File: config.mk
export PLATFORM = sky130hd
export DESIGN_NAME = in_order_response_router
export DESIGN_NICKNAME = d
export VERILOG_FILES = /design/src/rtl/in_order_response_router_pkg.sv /design/src/rtl/in_order_response_router_tag_fifo.sv /design/src/rtl/in_order_response_router.sv
export SDC_FILE = /design/constraint.sdc
export NUM_CORES = 1
export LEC_CHECK = 0
export ABC_AREA = 1
export ABC_CLOCK_PERIOD_IN_PS = 6600
export CORE_UTILIZATION = 40
export DETAILED_ROUTE_END_ITERATION = 6
export PLACE_DENSITY = 0.7
export RECOVER_POWER = 25
export SKIP_LAST_GASP = 1
export SYNTH_ARGS = -nofsm -noshare
export SYNTH_HDL_FRONTEND = slang
export SYNTH_HIERARCHICAL = 1
export SYNTH_SLANG_ARGS = --single-unit
File: constraint.sdc
create_clock -name clk_in -period 6.6 [get_ports clk_in]
set_input_delay 0.66 -clock clk_in [delete_from_list [all_inputs] [get_ports clk_in]]
set_output_delay 0.66 -clock clk_in [all_outputs]
set_load 0.02 [all_outputs]
File: src/rtl/in_order_response_router_pkg.sv
// Shared definitions for the in-order response router and its upstream arbiter.
// Holds the source-tag width derivation and the flattened-bus slice helper.
`ifndef IN_ORDER_RESPONSE_ROUTER_PKG_SV
`define IN_ORDER_RESPONSE_ROUTER_PKG_SV

// Slice i of a flattened bus built from equal-width fields of w bits.
`define FLAT_SLICE(vec, i, w) vec[(i)*(w) +: (w)]

package in_order_response_router_pkg;

    localparam int HOL_CNT_W = 32;

    // Source tag width: ceil(log2(n)), never narrower than one bit.
    function automatic int req_log2(input int n);
        return (n <= 2) ? 1 : $clog2(n);
    endfunction

endpackage

`endif

File: src/rtl/in_order_response_router_tag_fifo.sv
// router_tag_fifo: circular tag queue with push-while-full-and-popping support,
// full/empty flags and a sticky overflow flag for pushes that had to be dropped.
module router_tag_fifo #(
    parameter int DEPTH = 4,
    parameter int WIDTH = 2
) (
    input  logic             clk_i,
    input  logic             rst_i,
    input  logic             push_i,
    input  logic [WIDTH-1:0] push_data_i,
    input  logic             pop_i,
    output logic [WIDTH-1:0] head_o,
    output logic             full_o,
    output logic             empty_o,
    output logic             overflow_o
);
    localparam int PTR_W = $clog2(DEPTH);
    localparam logic [PTR_W:0] FULL_CNT = (PTR_W + 1)'(DEPTH);

    logic [WIDTH-1:0] mem_q [DEPTH];
    logic [PTR_W-1:0] rd_ptr_q, rd_ptr_d;
    logic [PTR_W-1:0] wr_ptr_q, wr_ptr_d;
    logic [PTR_W:0]   count_q, count_d;
    logic             overflow_q, overflow_d;
    logic             push_ok, pop_ok;

    assign full_o     = (count_q == FULL_CNT);
    assign empty_o    = (count_q == '0);
    assign head_o     = mem_q[rd_ptr_q];
    assign overflow_o = overflow_q;

    always_comb begin
        pop_ok     = pop_i & ~empty_o;
        push_ok    = push_i & (~full_o | pop_ok);
        rd_ptr_d   = pop_ok  ? rd_ptr_q + PTR_W'(1) : rd_ptr_q;
        wr_ptr_d   = push_ok ? wr_ptr_q + PTR_W'(1) : wr_ptr_q;
        overflow_d = overflow_q | (push_i & ~push_ok);
        case ({push_ok, pop_ok})
            2'b10:   count_d = count_q + (PTR_W + 1)'(1);
            2'b01:   count_d = count_q - (PTR_W + 1)'(1);
            default: count_d = count_q;
        endcase
    end

    always_ff @(posedge clk_i or posedge rst_i) begin
        if (rst_i) begin
            rd_ptr_q   <= '0;
            wr_ptr_q   <= '0;
            count_q    <= '0;
            overflow_q <= 1'b0;
        end else begin
            rd_ptr_q   <= rd_ptr_d;
            wr_ptr_q   <= wr_ptr_d;
            count_q    <= count_d;
            overflow_q <= overflow_d;
        end
    end

    // Storage needs no reset: entries are only read below a valid count.
    always_ff @(posedge clk_i) begin
        if (push_ok) begin
            mem_q[wr_ptr_q] <= push_data_i;
        end
    end

endmodule

File: src/rtl/in_order_response_router.sv
// Return-path router: tags each issued request with its source and steers in-order
// responses to per-requester output registers. Option: RESPONSE_ROUTER_PERF_COUNTER_EN.
module in_order_response_router
    import in_order_response_router_pkg::*;
#(
    parameter int SINGLE_RESPONSE_WIDTH_IN_BITS = 64,
    parameter int NUM_REQUEST                   = 3,
    parameter int TAG_QUEUE_SIZE                = 4,
    parameter int NUM_REQUEST_LOG2              = req_log2(NUM_REQUEST)
) (
    input  logic                                                 clk_in,
    input  logic                                                 reset_in,
    input  logic                                                 issue_valid_in,
    input  logic [NUM_REQUEST_LOG2-1:0]                          issue_source_in,
    output logic                                                 tag_queue_full_out,
    output logic                                                 overflow_error_out,
    input  logic [SINGLE_RESPONSE_WIDTH_IN_BITS-1:0]             response_in,
    input  logic                                                 response_valid_in,
    output logic                                                 issue_ack_out,
    output logic [SINGLE_RESPONSE_WIDTH_IN_BITS*NUM_REQUEST-1:0] response_flatted_out,
    output logic [NUM_REQUEST-1:0]                               response_valid_flatted_out,
    input  logic [NUM_REQUEST-1:0]                               issue_ack_flatted_in
`ifdef RESPONSE_ROUTER_PERF_COUNTER_EN
    ,
    output logic [HOL_CNT_W-1:0]                                 hol_stall_cycles_out
`endif
);
    localparam int W = SINGLE_RESPONSE_WIDTH_IN_BITS;

    logic [NUM_REQUEST_LOG2-1:0] head;
    logic                        tag_empty;
    logic                        head_busy;
    logic                        accept;

    router_tag_fifo #(
        .DEPTH (TAG_QUEUE_SIZE),
        .WIDTH (NUM_REQUEST_LOG2)
    ) u_tag_fifo (
        .clk_i       (clk_in),
        .rst_i       (reset_in),
        .push_i      (issue_valid_in),
        .push_data_i (issue_source_in),
        .pop_i       (accept),
        .head_o      (head),
        .full_o      (tag_queue_full_out),
        .empty_o     (tag_empty),
        .overflow_o  (overflow_error_out)
    );

    // An out-of-range head tag matches no port, so it never blocks and its response is dropped.
    always_comb begin
        head_busy = 1'b0;
        for (int i = 0; i < NUM_REQUEST; i++) begin
            if (head == NUM_REQUEST_LOG2'(i)) begin
                head_busy = response_valid_flatted_out[i] & ~issue_ack_flatted_in[i];
            end
        end
    end

    assign accept        = response_valid_in & ~tag_empty & ~head_busy;
    assign issue_ack_out = accept;

    for (genvar gi = 0; gi < NUM_REQUEST; gi++) begin : g_port
        logic         valid_q, valid_d;
        logic [W-1:0] data_q, data_d;
        logic         load;
        logic         clr;

        assign load = accept & (head == NUM_REQUEST_LOG2'(gi));
        assign clr  = issue_ack_flatted_in[gi] & valid_q;

        always_comb begin
            valid_d = valid_q;
            data_d  = data_q;
            if (load) begin
                valid_d = 1'b1;
                data_d  = response_in;
            end else if (clr) begin
                valid_d = 1'b0;
                data_d  = '0;
            end
        end

        always_ff @(posedge clk_in or posedge reset_in) begin
            if (reset_in) begin
                valid_q <= 1'b0;
                data_q  <= '0;
            end else begin
                valid_q <= valid_d;
                data_q  <= data_d;
            end
        end

        assign response_valid_flatted_out[gi]           = valid_q;
        assign `FLAT_SLICE(response_flatted_out, gi, W) = data_q;
    end

`ifdef RESPONSE_ROUTER_PERF_COUNTER_EN
    logic [HOL_CNT_W-1:0] hol_cnt_q, hol_cnt_d;

    always_comb begin
        hol_cnt_d = hol_cnt_q;
        if (response_valid_in & ~tag_empty & ~accept & (hol_cnt_q != '1)) begin
            hol_cnt_d = hol_cnt_q + HOL_CNT_W'(1);
        end
    end

    always_ff @(posedge clk_in or posedge reset_in) begin
        if (reset_in) begin
            hol_cnt_q <= '0;
        end else begin
            hol_cnt_q <= hol_cnt_d;
        end
    end

    assign hol_stall_cycles_out = hol_cnt_q;
`endif

endmodule

==> Word level (Yosys, flattened, before mapping) <==
Memories as Yosys holds them, arrays and structs flattened.
Index checks and enable logic that the tools add are counted.
{ "classes": {"add_sub_neg": 4, "eq_ne": 5, "muxes": 18, "n_bitwise": 23, "n_reduce_logical": 6} }
{ "ops": {"columns": ["operator", "n"], "rows": [
  ["$mux 64", 6],
  ["$and 1x1->1", 14],
  ["$mux 1", 11],
  ["$reduce_bool 2->1", 4],
  ["$not 1->1", 7],
  ["$pmux 3 s2", 1],
  ["$add 2x1->2 const B", 2],
  ["$eq 2x1->1 const B", 2],
  ["$eq 2x2->1 const B", 2],
  ["$add 3x1->3 const B", 1],
  ["$eq 3x3->1 const B", 1],
  ["$logic_not 3->1", 1],
  ["$sub 3x1->3 const B", 1],
  ["$logic_not 2->1", 1],
  ["$or 1x1->1", 2]
]} }
{ "totals": {"reg_bits": 203, "ram_bits": 8, "input_bits": 73, "out_inout_bits": 198, "elab_cells": 67, "mem_count": 1} }
{ "mem_list": {"columns": ["name", "words", "word_bits", "rd", "rd_clocked_by_memory_dff", "write_ports", "line_no", "text"], "rows": [
  ["u_tag_fifo.mem_q", 4, 2, 1, 0, 1, "in_order_response_router_tag_fifo.sv:20", "logic [WIDTH-1:0] mem_q [DEPTH];"]
]} }

==> Longest topological paths before layout <==
Gate-level depths: netlist of run 1.
{ "logic_depth": {"ltp_word": 13, "mapped_depth": 16, "mapped_depth_nobuf": 15} }

==> Hierarchy <==
Netlist of run 1, hierarchy kept.
{ "modules_own_cells": {"columns": ["module", "n_inst", "cells_per_inst", "area_each_um2", "seq_area_each_um2"], "rows": [
  ["in_order_response_router", 1, 890, 8051.5, 4879.7],
  ["router_tag_fifo", 1, 80, 809.5, 440.4]
]} }

==> Worst setup path before layout of run 1 <==
Ideal clock, no wire load.
{ "synth_path": {"path_type": "register to register", "startpoint": "register u_tag_fifo.rd_ptr_q[0]", "endpoint": "register u_tag_fifo.count_q[1]", "arrival_time_ns": 2.609, "path_slack_ns": 3.869, "path_stages_with_launch": 14, "n_path_buf": 1, "synth_period_minus_slack_ns": 2.731, "path_cell_list": "dfrtp_1 > inv_1 > nor2_1 > o22ai_1 > nor2_1 > nand2_1 > nand3_1 > nor2_1 > buf_1 > nand3_2 > fa_1 > inv_1 > nand2_1 > o21ai_1"} }
{ "synth_between": {"elab_chain_len": 12, "elab_cells_between_ends": 16, "cone_classes": "eq/ne: 4; mux: 4; bitwise: 5; reduce/logical: 2; memory: 1"} }
{ "synth_lines": {"columns": ["element", "line_no", "text"], "rows": [
  ["from (decl)", "in_order_response_router_tag_fifo.sv:21", "logic [PTR_W-1:0] rd_ptr_q, rd_ptr_d;"],
  ["from (signal assigned)", "in_order_response_router_tag_fifo.sv:52", "rd_ptr_q <= rd_ptr_d;"],
  ["$mem_v2 4x2 *", null, null],
  ["via head[0]", "in_order_response_router.sv:30", "logic [NUM_REQUEST_LOG2-1:0] head;"],
  ["$logic_not 2->1", "in_order_response_router.sv:54", "if (head == NUM_REQUEST_LOG2'(i)) begin"],
  ["$mux 1 (2 in series)", "in_order_response_router.sv:54", null],
  ["$mux 1 *", "in_order_response_router.sv:54", null],
  ["$not 1->1 *", "in_order_response_router.sv:60", "assign accept = response_valid_in & ~tag_empty & ~head_busy;"],
  ["$and 1x1->1 *", "in_order_response_router.sv:60", null],
  ["via issue_ack_out", "in_order_response_router.sv:19", "output logic issue_ack_out,"],
  ["$and 1x1->1 *", "in_order_response_router_tag_fifo.sv:33", "pop_ok = pop_i & ~empty_o;"],
  ["$or 1x1->1", "in_order_response_router_tag_fifo.sv:34", "push_ok = push_i & (~full_o | pop_ok);"],
  ["$and 1x1->1", "in_order_response_router_tag_fifo.sv:34", null],
  ["$eq 2x1->1 or $eq 2x2->1 (tied branches)", "in_order_response_router_tag_fifo.sv:38", "case ({push_ok, pop_ok})"],
  ["$pmux 3 s2 or $reduce_bool 2->1 (tied branches)", null, null],
  ["to (signal assigned)", "in_order_response_router_tag_fifo.sv:54", "count_q <= count_d;"],
  ["to (decl)", "in_order_response_router_tag_fifo.sv:23", "logic [PTR_W:0] count_q, count_d;"]
]} }
Mark *: on every way through the listed nets, which the timed path passes. The rest lies on a longest branch.
A chain may end at the register's enable or synchronous reset.

==> Worst setup path after layout of run 1 <==
{ "layout_path": {"startpoint": "register u_tag_fifo.rd_ptr_q[0]", "endpoint": "register g_port[2].data_q[62]"} }
{ "layout_between": {"elab_chain_len": 9, "elab_cells_between_ends": 12, "cone_classes": "eq/ne: 2; mux: 4; bitwise: 3; reduce/logical: 2; memory: 1"} }
{ "layout_lines": {"columns": ["element", "line_no", "text"], "rows": [
  ["$mem_v2 4x2 *", null, null],
  ["via head[0]", "in_order_response_router.sv:30", null],
  ["$logic_not 2->1", "in_order_response_router.sv:54", null],
  ["$mux 1 (3 in series)", "in_order_response_router.sv:54", null],
  ["$not 1->1", "in_order_response_router.sv:60", null],
  ["$and 1x1->1", "in_order_response_router.sv:60", null],
  ["$and 1x1->1 *", "in_order_response_router.sv:69", "assign load = accept & (head == NUM_REQUEST_LOG2'(gi));"],
  ["$mux 64 or $reduce_bool 2->1 (tied branches)", null, null],
  ["to (signal assigned)", "in_order_response_router.sv:90", "data_q <= data_d;"],
  ["to (decl)", "in_order_response_router.sv:65", "logic [W-1:0] data_q, data_d;"]
]} }
Marked as above.

==> results.cfg, run 1 <==
[outcome]
run_status = finished with violations
violations = max-capacitance violations, max-slew violations

[setup_path]
worstPathRequired_ns = 7.03
worstRegToRegCells = 12
worst-setup-path-type = reg2reg
cp_common_cell = sky130_fd_sc_hd__buf_4
cp_max_fo = 101
startpoint_type = register
arrival_ns = 4.43
worst_setup_path_end_kind = register
regToRegSetupSlack_ns = 2.61
crit_path_cell_chain = inv_1 > o21ai_0 > o22ai_1 > nor2_4 > buf_4 > nand2_1 > nand3_1 > nor2_4 > buf_4 > buf_4 > nand3_1 > nand2_1
r2r_end = g_port[2].data_q[62]
r2r-start = u_tag_fifo/rd_ptr_q[0]
worst_path_largest_cell_delay_ns = 0.87
crit_path_top_delay_cell = sky130_fd_sc_hd__buf_4

[global_route]
via_count_of_the_first_global_routing_pass = 7705
grt_start_max_net_pins = 136
grt_first_pass_wirelength_mm = 43.0
grt_util_all_layers_pct = 24.3
grt_overflow_total = 0
number_of_antenna_violations_at_the_first_check_in_global_routing = 0

[timing]
tightestPinTransition_ns = 2.94
setup_violations = 0
timing.slew.headroom_pct = -95.7
post-route-min-period_ns = 3.99
final_max_slew_viol_count = 136
finalHoldViolations = 0
share_of_the_clock_period_used_by_the_worst_path_after_layout_pct = 60.5
whs_ns = 0.485
grt_setup_unrepaired = no
max_fclk_mhz = 250
finClkSkew_ns = 0.0104
fin_setup_tns_ns = 0

[clocking]
clk_transition_reported_paths_ns = 0.06
cts.htree.levels = 1
postCtsResizedCells = 0
clock_root_buffer_master = sky130_fd_sc_hd__clkbuf_16
cts.repair_timing.setup_buffer_count = 0
cts.path.max_buffers = 3
cts_buffers = 23
cts_hold_repair.buffers = 0
clk_sink_count = 211
cts_tree = yes
worstSkewPairLatency_ns = 0.50

[placed_design]
port-buffer-count = 270
global_placement_routability_congestion = 0.802
hpwlAfterDp_mm = 17.5

[synth]
ys_seq_elements = 211
synth_top_area_share_pct = 57.3
post_synthesis_instance_total = 970
synthDominantAreaCellType = sky130_fd_sc_hd__dfrtp_1
synthesis.area_sq_mm = 0.00886
ys_warn_count = 6
synthesis.nets = 1048
synthesis.area_per_instance_sq_um = 9.14
seq_area_frac_synth_pct = 60.0
synth_top_cells_by_area = sky130_fd_sc_hd__dfrtp_1, sky130_fd_sc_hd__nand3_1, sky130_fd_sc_hd__nand2_1
ys_types = 23

[pwr]
max-vdd-ir-drop_mv = 0.306
p_sw_w = 0.00280
p_leak_nw = 6.05
switching_share_pct = 42.3
cellInternalPower_w = 0.00382
p_comb_share_pct = 48.6
clockPowerShare_pct = 20.3
seq_power_share_pct = 31.1
p_per_area_mw_per_mm2 = 532

[floorplan]
die_area_sq_mm = 0.0228
placementRows = 54
ios = 271
die_y_microns = 151
die_width_microns = 151
initial_utilization_pct = 40.7
floorplan.core_area_sq_mm = 0.0218

[cells_and_area]
nFillCells = 1984
multiInputGateArea_sq_mm = 0.00310
final_core_util_pct = 57.2
syn_to_final_growth_pct = 40.4
final_cell_mix = sky130_fd_sc_hd__nand3_1, sky130_fd_sc_hd__clkdlybuf4s50_1, sky130_fd_sc_hd__nand2_1, sky130_fd_sc_hd__dfrtp_1, sky130_fd_sc_hd__clkbuf_16
mostFrequentLayoutCell = sky130_fd_sc_hd__nand3_1
antenna_cells = 0
post_route_cells_drive_above_1_share_pct = 5.46
regArea_sq_mm = 0.00532
final_nets = 1271

[route]
vias = 7878
viasPerCell = 5.29
drt-total-wl_mm = 27.5
average_wire_per_cell_in_the_routed_design_microns = 18.5
drt.antenna.violating_nets = 0
remaining_drc_errors = 0
initialDrtViolationCount = 414
drt_pass1_iterations = 5

[hold_path]
holdCritStartpoint = u_tag_fifo/overflow_o
timing.hold.worst_path_depth = 1
class_of_the_tightest_hold_or_removal_check = reg2reg
hold-path-endpoint = u_tag_fifo/overflow_o

[job]
drv_cap = 1
-- cells by family (layout without fill, tap and decap cells) --
group	after synthesis	count (layout)	synth area share [%]
simple gates	629	629	32.7
fa+ha+maj	5	5	0.791
xor+xnor	2	2	0.198
compound gates	13	13	0.791
flops	211	211	60.0
buf+inv	110	348	5.49
-- metal layers --
layer / track usage, % / up-vias / wire length [microns]
met1: 31.4 / 3858 / 11100
met2: 40.5 / 280 / 13400
met3: 6.14 / 30 / 2530
met5: 0 / - / 0
li1: - / 3710 / -
met4: 6.15 / 0 / 494
-- sequential cells by signal (all words and copies together), names as in the netlist --
name and cells:
u_tag_fifo/rd_ptr_q 2, g_port.valid_q 3, g_port.data_q 192, u_tag_fifo/overflow_o 1, u_tag_fifo/mem_q 8, u_tag_fifo/wr_ptr_q 2, u_tag_fifo/count_q 3
-- power by group through the flow --
stage / combinational, W / clock, W / sequential (W)
after floorplan: 0.00139 / 0 / 0.00255
after global placement: 0.00319 / 0 / 0.00206
after detailed placement: 0.00325 / 0 / 0.00208
after CTS: 0.00326 / 0.00137 / 0.00206
after global routing: 0.00351 / 0.00142 / 0.00211
final: 0.00322 / 0.00134 / 0.00206
-- final cells by class --
class	instances	area share, %
inverters	26	0.814
well taps	280	2.82
multi-input cells	649	24.9
clock inverters	7	1.09
clock buffers	33	5.18
repair buffers	282	22.4
flip-flops and latches	211	42.8
-- worst max-delay path by stage --
stage | startpoint | to | slack (ns) | cells after the start
finish | u_tag_fifo/rd_ptr_q[0] | g_port[2].data_q[62] | 2.61 | 12
global route | u_tag_fifo/rd_ptr_q[0] | g_port[1].data_q[36] | 2.25 | 12
CTS | u_tag_fifo/rd_ptr_q[0] | g_port[2].data_q[52] | 2.63 | 12
detailed placement | u_tag_fifo/rd_ptr_q[0] | g_port[2].data_q[62] | 2.65 | 12
global placement | u_tag_fifo/rd_ptr_q[0] | g_port[2].data_q[62] | 2.68 | 12
floorplan | reset_in | g_port[0].data_q[0] | 0.63 | 1
-- synthesized netlist by cell type --
cell type and count:
sky130_fd_sc_hd__nand2_4 3, sky130_fd_sc_hd__nor2_1 17, sky130_fd_sc_hd__nand3_1 390, sky130_fd_sc_hd__inv_2 1, sky130_fd_sc_hd__buf_1 3, sky130_fd_sc_hd__a21oi_1 3
sky130_fd_sc_hd__edfxtp_1 8, sky130_fd_sc_hd__xor2_1 2, sky130_fd_sc_hd__nand2_1 212, sky130_fd_sc_hd__nand2_2 3, sky130_fd_sc_hd__fa_1 1, sky130_fd_sc_hd__o22ai_1 2
sky130_fd_sc_hd__o21ai_0 5, sky130_fd_sc_hd__buf_2 44, sky130_fd_sc_hd__o21bai_1 1, sky130_fd_sc_hd__ha_1 4, sky130_fd_sc_hd__dfrtp_1 203, sky130_fd_sc_hd__inv_1 25
sky130_fd_sc_hd__buf_4 5, sky130_fd_sc_hd__o21ai_1 2, sky130_fd_sc_hd__nor2_2 2, sky130_fd_sc_hd__clkbuf_1 32, sky130_fd_sc_hd__nand3_2 2
-- metrics by stage --
stage	total power [W]	setup slack (ns)	cells	area, sq um
final	0.00662	2.61	1488	12400
after global routing	0.00704	2.25	1488	12400
after floorplan	0.00394	0.628	970	8860
after CTS	0.00669	2.63	1488	12400
after detailed placement	0.00532	2.65	1448	11700
after global placement	0.00526	2.68	1448	11700
-- worst max-delay path, delay by kind of cell, from the launching register on --
family                 cells  cell delay, ns
AOI/OAI and AO/OA          2            0.52
buffers and inverters      4            2.10
DFF                        1            0.42
and+or+nand+nor            6            0.74
(Power assumes the default switching activity.)
==> run 2: changes to the inputs <==
--- a/config.mk
+++ b/config.mk
@@ -6,7 +6,7 @@
 export NUM_CORES = 1
 export LEC_CHECK = 0
 export ABC_AREA = 1
-export ABC_CLOCK_PERIOD_IN_PS = 6600
+export ABC_CLOCK_PERIOD_IN_PS = 4200
 export CORE_UTILIZATION = 40
 export DETAILED_ROUTE_END_ITERATION = 6
 export PLACE_DENSITY = 0.7
==> constraint.sdc (replaced) <==
create_clock -name clk_in -period 4.2 [get_ports clk_in]
set_input_delay 0.42 -clock clk_in [delete_from_list [all_inputs] [get_ports clk_in]]
set_output_delay 0.42 -clock clk_in [all_outputs]
set_load 0.02 [all_outputs]
==> results.cfg, run 2 (synthesis results as in run 1) <==
[outcome]
run_status = finished with violations
violations = max-capacitance violations, max-slew violations

[pwr]
max-vdd-ir-drop_mv = 0.509
p_per_area_mw_per_mm2 = 832
clockPowerShare_pct = 19.6
p_leak_nw = 6.06
total_power_w = 0.0104
switching_share_pct = 42.7
p_comb_share_pct = 49.2
p_sw_w = 0.00443
seq_power_share_pct = 31.2
cellInternalPower_w = 0.00594

[timing]
share_of_the_clock_period_used_by_the_worst_path_after_layout_pct = 82.8
post-route-min-period_ns = 3.48
finClkSkew_ns = 0.0170
setup_slack_ns = 0.721
final_max_slew_viol_count = 197
timing.slew.headroom_pct = -99.3
finalHoldViolations = 0
grt_setup_unrepaired = no
fin_setup_tns_ns = 0
tightestPinTransition_ns = 2.99
setup_violations = 0
max_fclk_mhz = 287

[setup_path]
worstRegToRegCells = 9
worst_setup_path_end_kind = output pin
worstPathRequired_ns = 3.78
arrival_ns = 3.06
startpoint_type = register
crit_path_cell_chain = inv_1 > o21ai_0 > o22ai_1 > inv_1 > nor2_4 > nand2_1 > o21ai_1 > nor2_4 > clkdlybuf4s50_1
cp_max_fo = 19
depth_of_the_critical_timing_path_with_buffers_and_inverters_included = 9
crit_path_top_delay_cell = sky130_fd_sc_hd__clkdlybuf4s50_1
largest_delay_contributor_family_on_the_critical_path = buffers and inverters
worst-setup-path-type = reg2out
worst_path_largest_cell_delay_ns = 0.55
critical_path.n_buffers_inverters = 3

[clocking]
cts.path.max_buffers = 3
clock_root_buffer_master = sky130_fd_sc_hd__clkbuf_16
clk_sink_count = 211
worstSkewPairLatency_ns = 0.51
cts.repair_timing.setup_buffer_count = 0
clk_transition_reported_paths_ns = 0.06
cts_tree = yes
cts_buffers = 24
cts.htree.levels = 1
cts_hold_repair.buffers = 0
postCtsResizedCells = 0

[floorplan]
die_width_microns = 151
die_y_microns = 151
die_area_sq_mm = 0.0228
placementRows = 54
initial_utilization_pct = 40.7
floorplan.core_area_sq_mm = 0.0218
ios = 271

[global_route]
number_of_antenna_violations_at_the_first_check_in_global_routing = 0
grt_util_all_layers_pct = 24.0
via_count_of_the_first_global_routing_pass = 7634
grt_overflow_total = 0
grt_first_pass_wirelength_mm = 42.6
grt_start_max_net_pins = 194

[cells_and_area]
antenna_cells = 0
nFillCells = 1958
mostFrequentLayoutCell = sky130_fd_sc_hd__nand3_1
largest_reg_flops = 192
syn_to_final_growth_pct = 40.7
largest-register = g_port.data_q
post_route_cells_drive_above_1_share_pct = 5.84
regArea_sq_mm = 0.00532
fin_area_sq_mm = 0.0125
largest_registers = g_port.data_q x192, u_tag_fifo/mem_q x8
multiInputGateArea_sq_mm = 0.00310
final_nets = 1275
final_cell_mix = sky130_fd_sc_hd__nand3_1, sky130_fd_sc_hd__clkdlybuf4s50_1, sky130_fd_sc_hd__nand2_1, sky130_fd_sc_hd__dfrtp_1, sky130_fd_sc_hd__clkbuf_16

[route]
drt.antenna.violating_nets = 0
remaining_drc_errors = 0
viasPerCell = 5.39
vias = 8057
drt-total-wl_mm = 27.5
initialDrtViolationCount = 404
average_wire_per_cell_in_the_routed_design_microns = 18.4
drt_pass1_iterations = 5

[placed_design]
dpl_cell_area_sq_mm = 0.0117
port-buffer-count = 270
hpwlAfterDp_mm = 17.5
place_worst_setup_slack_ns = 0.916
global_placement_routability_congestion = 0.835

[job]
drv_cap = 2

[hold_path]
class_of_the_tightest_hold_or_removal_check = in2async
==> run 2: cell count changes in the layout (fill, tap and decap cells not counted), sizes merged <==
| cell | previous run | this run |
|---|---|---|
| buf | 12 | 13 |
| clkinv | 3 | 8 |
| clkinvlp | 1 | 2 |
| clkbuf | 33 | 36 |
| clkdlybuf4s50 | 262 | 267 |
| bufinv | 4 | 1 |
| dlygate4sd3 | 8 | 3 |
==> run 2: power groups by stage <==
stage | registers (W) | logic, W | clock network (W)
2_1_floorplan | 0.00401 | 0.00218 | 0
6_report | 0.00323 | 0.00510 | 0.00204
3_3_place_gp | 0.00324 | 0.00504 | 0
3_5_place_dp | 0.00326 | 0.00513 | 0
5_1_grt | 0.00332 | 0.00554 | 0.00216
4_1_cts | 0.00323 | 0.00515 | 0.00208
==> run 2: final timing paths <==
| kind | startpoint | end | slack [ns] |
|---|---|---|---|
| max in group asynchronous | reset_in | g_port[1].data_q[36] | 0.90 |
| setup / recovery | u_tag_fifo/rd_ptr_q[0] | issue_ack_out | 0.72 |
| min in group clk_in | g_port[1].data_q[31] | g_port[1].data_q[31] | 0.49 |
| setup reg to reg | u_tag_fifo/rd_ptr_q[0] | g_port[0].data_q[10] | 0.95 |
| hold / removal | reset_in | u_tag_fifo/rd_ptr_q[0] | 0.38 |
| hold reg to reg | g_port[1].data_q[31] | g_port[1].data_q[31] | 0.49 |
==> run 2: stage by stage <==
| step | cells | util, % | hold WS (ns) |
|---|---|---|---|
| 6_report | 1495 | 57.3 | 0.376 |
| 4_1_cts | 1495 | 57.4 | 0.249 |
| 3_3_place_gp | 1451 | 53.8 | 0.473 |
| 3_5_place_dp | 1451 | 53.8 | 0.468 |
| 5_1_grt | 1495 | 57.3 | 0.414 |
| 2_1_floorplan | 970 | - | 0.236 |
==> run 2: final cells by class <==
cell class,count,share of cell area (%)
Timing Repair Buffer,285,22.6
Sequential cell,211,42.7
Inverter,26,0.813
Tap cell,280,2.81
Clock buffer,34,5.61
Clock inverter,10,0.572
Multi-Input combinational cell,649,24.9
==> run 2: per-layer routing <==
| metal | up-vias | global-route usage, % | wire (microns) |
|---|---|---|---|
| li1 | 3721 | - | - |
| met4 | 0 | 8.40 | 920 |
| met5 | - | 0 | 0 |
| met3 | 57 | 5.63 | 2380 |
| met1 | 3970 | 31.8 | 11300 |
| met2 | 309 | 38.5 | 12800 |
